[src/rtl/fsm_rr_arbiter.sv]
// ============================================================================
// Module   : fsm_rr_arbiter
// Purpose  : Four-requester round-robin arbiter that owns the single serial
//            input of a downstream FSM. A small controller (IDLE/GRANT/GAP)
//            hands the input to one requester at a time and inserts a
//            one-cycle turnaround gap between owners.
// Options  : define FSM_ARB_BURST_EN to cap each grant at BURST_LEN cycles;
//            without it the owner keeps the grant until it drops req.
// Revision : 1.0 - initial release
// ============================================================================
`default_nettype none

module fsm_rr_arbiter #(
  parameter int BURST_LEN = 8
) (
  input  logic       clk,
  input  logic       rst,
  input  logic [3:0] req,
  input  logic [3:0] in_bits,
  output logic [3:0] grant,
  output logic [1:0] gnt_id,
  output logic       in_sel,
  output logic [1:0] state,
  output logic       busy
);

  // Controller state encoding is visible on the state port, so it is fixed.
  localparam logic [1:0] ST_IDLE  = 2'b00;
  localparam logic [1:0] ST_GRANT = 2'b01;
  localparam logic [1:0] ST_GAP   = 2'b10;

  // Burst counter is sized for the largest legal BURST_LEN (16).
  localparam int         CNT_W     = 4;
  localparam logic [CNT_W-1:0] CNT_MAX = CNT_W'(BURST_LEN - 1);

  // Reject illegal burst lengths at elaboration time.
  if ((BURST_LEN < 2) || (BURST_LEN > 16)) begin : g_bad_burst_len
    $error("fsm_rr_arbiter: BURST_LEN must be in 2..16");
  end

  // --------------------------------------------------------------------------
  // Registered state
  // --------------------------------------------------------------------------
  logic [1:0]       state_q,     state_d;
  logic [3:0]       grant_q,     grant_d;
  logic [1:0]       gnt_id_q,    gnt_id_d;
  logic [1:0]       last_id_q,   last_id_d;
  logic [CNT_W-1:0] burst_cnt_q, burst_cnt_d;

  // --------------------------------------------------------------------------
  // Round-robin pick: the search starts one past the last owner and wraps.
  // Walking the offsets from lowest to highest priority and overwriting
  // leaves the highest-priority set bit as the result.
  // --------------------------------------------------------------------------
  function automatic logic [1:0] rr_pick(input logic [3:0] r,
                                         input logic [1:0] last);
    logic [1:0] pick;
    logic [1:0] idx;
    pick = last + 2'd1;
    for (int k = 4; k >= 1; k--) begin
      idx = last + 2'(k);
      if (r[idx]) begin
        pick = idx;
      end
    end
    return pick;
  endfunction

  logic [1:0] winner;
  logic       any_req;
  logic       owner_req;
  logic       burst_done;

  assign winner    = rr_pick(req, last_id_q);
  assign any_req   = |req;
  assign owner_req = req[gnt_id_q];

`ifdef FSM_ARB_BURST_EN
  // The grant ends on the cycle where the counter reaches its ceiling, so the
  // owner sees exactly BURST_LEN GRANT cycles.
  assign burst_done = (burst_cnt_q == CNT_MAX);
`else
  // No burst limit: only the owner dropping its request ends a grant.
  assign burst_done = 1'b0;
`endif

  // --------------------------------------------------------------------------
  // Next-state logic for the IDLE/GRANT/GAP controller
  // --------------------------------------------------------------------------
  // Computes the next controller state, grant vector and bookkeeping.
  always_comb begin
    state_d     = state_q;
    grant_d     = grant_q;
    gnt_id_d    = gnt_id_q;
    last_id_d   = last_id_q;
    burst_cnt_d = burst_cnt_q;

    case (state_q)
      ST_IDLE, ST_GAP: begin
        // Arbitration happens only here; GAP therefore always lasts one cycle.
        if (any_req) begin
          state_d     = ST_GRANT;
          grant_d     = 4'b0001 << winner;
          gnt_id_d    = winner;
          burst_cnt_d = '0;
        end else begin
          state_d = ST_IDLE;
          grant_d = 4'b0000;
        end
      end

      ST_GRANT: begin
        // Only the owner's own request (and the burst cap) is looked at, so
        // other requesters cannot disturb an active grant.
        if (!owner_req || burst_done) begin
          state_d   = ST_GAP;
          grant_d   = 4'b0000;
          last_id_d = gnt_id_q;
        end else if (burst_cnt_q != CNT_MAX) begin
          burst_cnt_d = burst_cnt_q + 1'b1;
        end
      end

      default: begin
        // Unused encoding recovers to IDLE with no owner.
        state_d = ST_IDLE;
        grant_d = 4'b0000;
      end
    endcase
  end

  // --------------------------------------------------------------------------
  // State registers with asynchronous reset
  // --------------------------------------------------------------------------
  // Reset leaves last_id at 3 so requester 0 has first priority.
  always_ff @(posedge clk or posedge rst) begin
    if (rst) begin
      state_q     <= ST_IDLE;
      grant_q     <= 4'b0000;
      gnt_id_q    <= 2'd0;
      last_id_q   <= 2'd3;
      burst_cnt_q <= '0;
    end else begin
      state_q     <= state_d;
      grant_q     <= grant_d;
      gnt_id_q    <= gnt_id_d;
      last_id_q   <= last_id_d;
      burst_cnt_q <= burst_cnt_d;
    end
  end

  // --------------------------------------------------------------------------
  // Outputs
  // --------------------------------------------------------------------------
  assign grant  = grant_q;
  assign gnt_id = gnt_id_q;
  assign state  = state_q;
  assign busy   = (state_q == ST_GRANT);

  // Serial mux is driven from registered state only; zero whenever no owner.
  assign in_sel = (state_q == ST_GRANT) ? in_bits[gnt_id_q] : 1'b0;

endmodule

`default_nettype wire

[config.mk]
export PLATFORM = sky130hd
export DESIGN_NAME = fsm_rr_arbiter
export DESIGN_NICKNAME = d
export VERILOG_FILES = /design/src/rtl/fsm_rr_arbiter.sv
export SDC_FILE = /design/constraint.sdc
export NUM_CORES = 1
export LEC_CHECK = 0
export CAP_MARGIN = 20
export CORE_MARGIN = 2
export CORE_UTILIZATION = 35
export CTS_CLUSTER_DIAMETER = 150
export DETAILED_ROUTE_END_ITERATION = 6
export GPL_TIMING_DRIVEN = 0
export PLACE_DENSITY_LB_ADDON = 0.08
export SLEW_MARGIN = 15
export SYNTH_ARGS = -nofsm -noshare
export SYNTH_HDL_FRONTEND = slang
export SYNTH_SLANG_ARGS = --single-unit
[constraint.sdc]
create_clock -name clk -period 1.35 [get_ports clk]
set_input_delay 0.27 -clock clk [delete_from_list [all_inputs] [get_ports clk]]
set_output_delay 0.27 -clock clk [all_outputs]
set_load 0.05 [all_outputs]
# Word-level counts from Yosys, hierarchy flattened
# Cells that the tools add are included.
[totals]
reg_bits = 10
inputBits = 10
elab_cells = 45
[op_classes]
addsub = 3
magnitude_cmp = 5
n_eq_ne = 3
shift = 1
muxes = 23
bitwise_logic = 1
n_reduce_logical = 5
[op_table]
columns = ["operator", "count"]
rows = [
  ["$lt 2x3->1 const B", 5],
  ["$bmux 1 s2", 6],
  ["$mux 2", 5],
  ["$mux 1", 8],
  ["$mux 4", 2],
  ["$pmux 4 s2", 1],
  ["$add 2x2->2 const B", 2],
  ["$pmux 2 s2", 1],
  ["$reduce_and 2->1", 2],
  ["$reduce_or 4->1", 1],
  ["$shl 1x2->4 const A", 1],
  ["$add 2x1->2 const B", 1],
  ["$eq 2x1->1 const B", 1],
  ["$eq 2x2->1 const B", 1],
  ["$logic_not 2->1", 1],
  ["$ne 2x2->1 const B", 1],
  ["$reduce_or 2->1", 1],
  ["$not 1->1", 1],
]

# Logic depth before layout (Yosys ltp)
[logic_depth]
ltp_word = 9
depth_mapped = 4
mapped_depth_nobuf = 4

# Worst setup path before layout
# Ideal clock, no wire load.
[synth_path]
path_kind = "register -> output"
start = "register state_q[0], in the netlist state[0]"
end = "output port in_sel"
arrival_ns = 2.039
required_time_ns = 1.080
setup_slack_ns = -0.959
stages_incl_launch_ff = 3
n_path_buf = 0
cell_sequence = "dfrtp_1 > nor2b_1 > and2_1"
[synth_between]
elab_chain_cells = 2
[synth_rtl]
columns = ["element", "line", "rtl"]
rows = [
  ["start: declaration", "44", "logic [1:0] state_q, state_d;"],
  ["start signal: assignment", "144", "state_q <= state_d;"],
  ["$eq 2x1->1", "--", ""],
  ["net busy", "24", "output logic busy"],
  ["$mux 1", "161", "assign in_sel = (state_q == ST_GRANT) ? in_bits[gnt_id_q] : 1'b0;"],
  ["end: declaration", "22", "output logic in_sel,"],
]
# The timed path passes the listed nets, and every way through them passes these cells.

# Worst setup path after layout
[layout_path]
start = "register gnt_id_q[0], in the netlist gnt_id[0]"
end = "output port in_sel"
[layout_between]
elab_chain_cells = 3
[layout_rtl]
columns = ["element", "line", "rtl"]
rows = [
  ["start: declaration", "46", "logic [1:0] gnt_id_q, gnt_id_d;"],
  ["start signal: assignment", "146", "gnt_id_q <= gnt_id_d;"],
  ["$bmux 1 s2", "161", ""],
  ["$mux 1 (implied by the code)", "161", ""],
  ["$mux 1", "161", ""],
]
# Every way passes these cells. The select of a mux whose other input is x is not followed.

==> results.py <==
metrics = {
    "grt": {
        "grt_start_max_net_pins": 11,
        "grt_pass1_vias": 536,
        "grt-ovfl-total": 0,
        "grt_usage_pct": 16.6,
        "grt_pass1_wl_um": 2280,
        "grt_antenna_before_repair": 0,
    },
    "worst_setup_path": {
        "r2r_slack_ns": -0.30,
        "reg2reg_depth": 6,
        "cp_max_fo": 2,
        "cp-end-kind": "primary output",
        "worstReg2RegEnd": "last_id_q[0]",
        "crit_required_ns": 1.08,
        "path_class": "flip-flop to primary output",
        "rr_startpoint": "gnt_id[0]",
        "worstPathArrival_ns": 1.43,
        "cp-start-kind": "flip-flop",
    },
    "routing": {
        "vias": 519,
        "drtPass1Iterations": 2,
        "wire_per_inst_um": 13.8,
        "drt_iter0_markers": 1,
        "wl_um": 1350,
        "drc": 0,
        "final_antenna_net_count": 0,
        "via_per_inst": 5.30,
    },
    "clock_network": {
        "htree_num_levels": 1,
        "cts.sinks": 10,
        "cts_hold_buf": 0,
        "root_buffer": "clkbuf_4",
        "cts.clk_slew.worst_paths_ns": 0.07,
        "numCtsBuffers": 3,
        "clock_latency_ns": 0.26,
        "clock_path_buffers": 2,
        "cts_tree": "done",
    },
    "synth": {
        "netlist_top_cells_area": "dfrtp_1 (35%), dfstp_2 (9.2%), mux4_1 (4.6%)",
        "seq_area_frac_synth_pct": 44.1,
        "synth_area_leader_cell": "dfrtp_1",
        "yosysTopAreaCellShare_pct": 34.9,
        "ys_warn_count": 0,
        "synth_cell_types": 32,
        "synth.most_common_cell": "dfrtp_1",
        "async_flop_share_pct": 100,
        "synthTopCellsByCount": "dfrtp_1 (8), inv_1 (3), nand2_1 (3), nor2_1 (3)",
        "syn_avg_cell_area_um2": 11.2,
        "synth_nets": 61,
        "ys_ff_latch": 10,
        "syn_inst": 51,
        "yosys_most_used_dff": "dfrtp_1",
        "synth_edf_count": 0,
        "syn_area_um2": 573,
    },
    "cells_and_area": {
        "drive_gt1_share_pct": 51.2,
        "stdcell_count": 98,
        "nFillCells": 144,
        "synthToLayoutAreaGrowth_pct": 63.3,
        "antennaDiodeCount": 0,
        "final_util_pct": 61.4,
        "fin_area_um2": 936,
        "final_nets": 93,
    },
    "die": {
        "die-area_um2": 1980,
        "start_util_pct": 37.6,
        "die-height_um": 44.5,
        "core_area_um2": 1520,
        "die_x_um": 44.5,
        "io_pins": 20,
        "rows": 14,
    },
    "sta": {
        "min_period_ns": 1.70,
        "worstMarginPinSlew_ns": 0.484,
        "timing.fmax_mhz": 589,
        "rsz0062_at_grt": "true",
        "drv_slew": 0,
        "hold_violations": 0,
        "max-slew-margin-rel_pct": 67.9,
        "setup_viol": 12,
        "timing.final.ws_setup_ns": -0.349,
        "fin_skew_ns": 0.00103,
        "finalCritPeriodShare_pct": 126,
    },
    "power_and_ir_drop": {
        "seq_power_share_pct": 23.6,
        "p_total_w": 0.00260,
        "p_comb_share_pct": 66.1,
        "leakagePower_nw": 0.417,
        "power_density_nw_per_um2": 2780,
        "ir_drop_v": 0.00136,
        "switchingPower_w": 0.00117,
        "internal_power_w": 0.00143,
        "clkPwrFrac_pct": 10.2,
        "switching_share_pct": 45.1,
    },
    "placement": {
        "dp_hpwl_um": 915,
        "place.gp.congestion": 0.726,
        "place_ws_ns": -0.927,
        "postPlaceCellArea_um2": 801,
        "portBuffers": 19,
        "place_inst": 86,
    },
    "outcome": {
        "violations": "setup timing",
        "status": "complete, but fails checks",
    },
    "run": {
        "cap_violations": 0,
    },
    "worst_hold_path": {
        "min_path_type": "input pin to async pin",
    },
}
-- flip-flops by register name, summed over array words and instances (netlist names) --
signal	count
gnt_id	2
grant	4
last_id_q	2
state	2
-- what timing repair did --
| item | CTS | global route |
|---|---|---|
| pin swaps | 5 | 2 |
| buffers inserted | 9 | 1 |
| resized for setup | 51 | 7 |
| setup endpoints to repair | 19 | 15 |
-- worst max path at each step --
stage / start / end / slack [ns] / depth (start not counted)
detailed placement: in_bits[1] / in_sel / -0.93 / 4
global route: gnt_id[0] / in_sel / -0.39 / 3
finish: gnt_id[0] / in_sel / -0.35 / 3
CTS: gnt_id[0] / in_sel / -0.35 / 3
floorplan: gnt_id[1] / last_id_q[0] / -0.30 / 3
global placement: in_bits[1] / in_sel / -0.91 / 4
-- power by group through the flow --
| stage | registers (W) | clock network, W | logic [W] |
|---|---|---|---|
| floorplan | 0.000962 | 0 | 0.000669 |
| global placement | 0.000622 | 0 | 0.00142 |
| detailed placement | 0.000625 | 0 | 0.00142 |
| CTS | 0.000608 | 0.000277 | 0.00167 |
| global route | 0.000637 | 0.000301 | 0.00182 |
| finish | 0.000615 | 0.000267 | 0.00172 |
-- worst max-delay path, stage by stage (launching register included) --
cell and delay [ns]:
dfrtp_2 0.38, mux4_2 0.49, and2_4 0.15, buf_8 0.14
-- stage by stage --
| step | hold slack [ns] | setup TNS, ns |
|---|---|---|
| 2_1_floorplan | 0.109 | -1.86 |
| 3_3_place_gp | 0.470 | -6.38 |
| 3_5_place_dp | 0.479 | -6.46 |
| 4_1_cts | 0.281 | -2.53 |
| 5_1_grt | 0.314 | -3.13 |
| 6_report | 0.277 | -2.54 |
-- cells by family after synthesis --
logic type                after synthesis  synth area share [%]
and+or+nand+nor                        18                  21.0
muxes                                   4                  12.4
AOI/OAI and AO/OA                      15                  19.0
buffers and inverters                   3                  1.96
xor gates and xnor gates                1                  1.53
DFF                                    10                  44.1
-- final cells by class --
type / instances / area [um^2] / area share (%)
repair buffers: 27 / 260 / 27.8
inverters: 3 / 11.3 / 1.20
well taps: 16 / 20.0 / 2.14
flip-flops and latches: 10 / 256 / 27.4
clock buffers: 4 / 36.3 / 3.88
multi-input cells: 38 / 352 / 37.6
-- placed cells by master, fill, tap and decap left out, types with 2 or more instances in the layout --
cell,n
and2_4,2
nor2_1,3
dlygate4sd2_1,5
dfrtp_1,5
nor2b_4,2
a22o_1,2
o21ai_1,3
buf_6,4
mux4_2,2
clkdlybuf4s15_2,5
dfrtp_2,3
buf_4,6
inv_1,3
clkbuf_4,3
nand2_1,2
dfstp_2,2
mux2_4,2
clkdlybuf4s50_1,5
-- routing by layer --
metal	vias up	part of all wire [%]	GRT usage (%)
met4	0	0	5.45
met5	-	0	0
li1	251	-	-
met3	0	5.0	6.12
met1	253	42	17.5
met2	15	52	30.1
(Power assumes the default switching activity.)
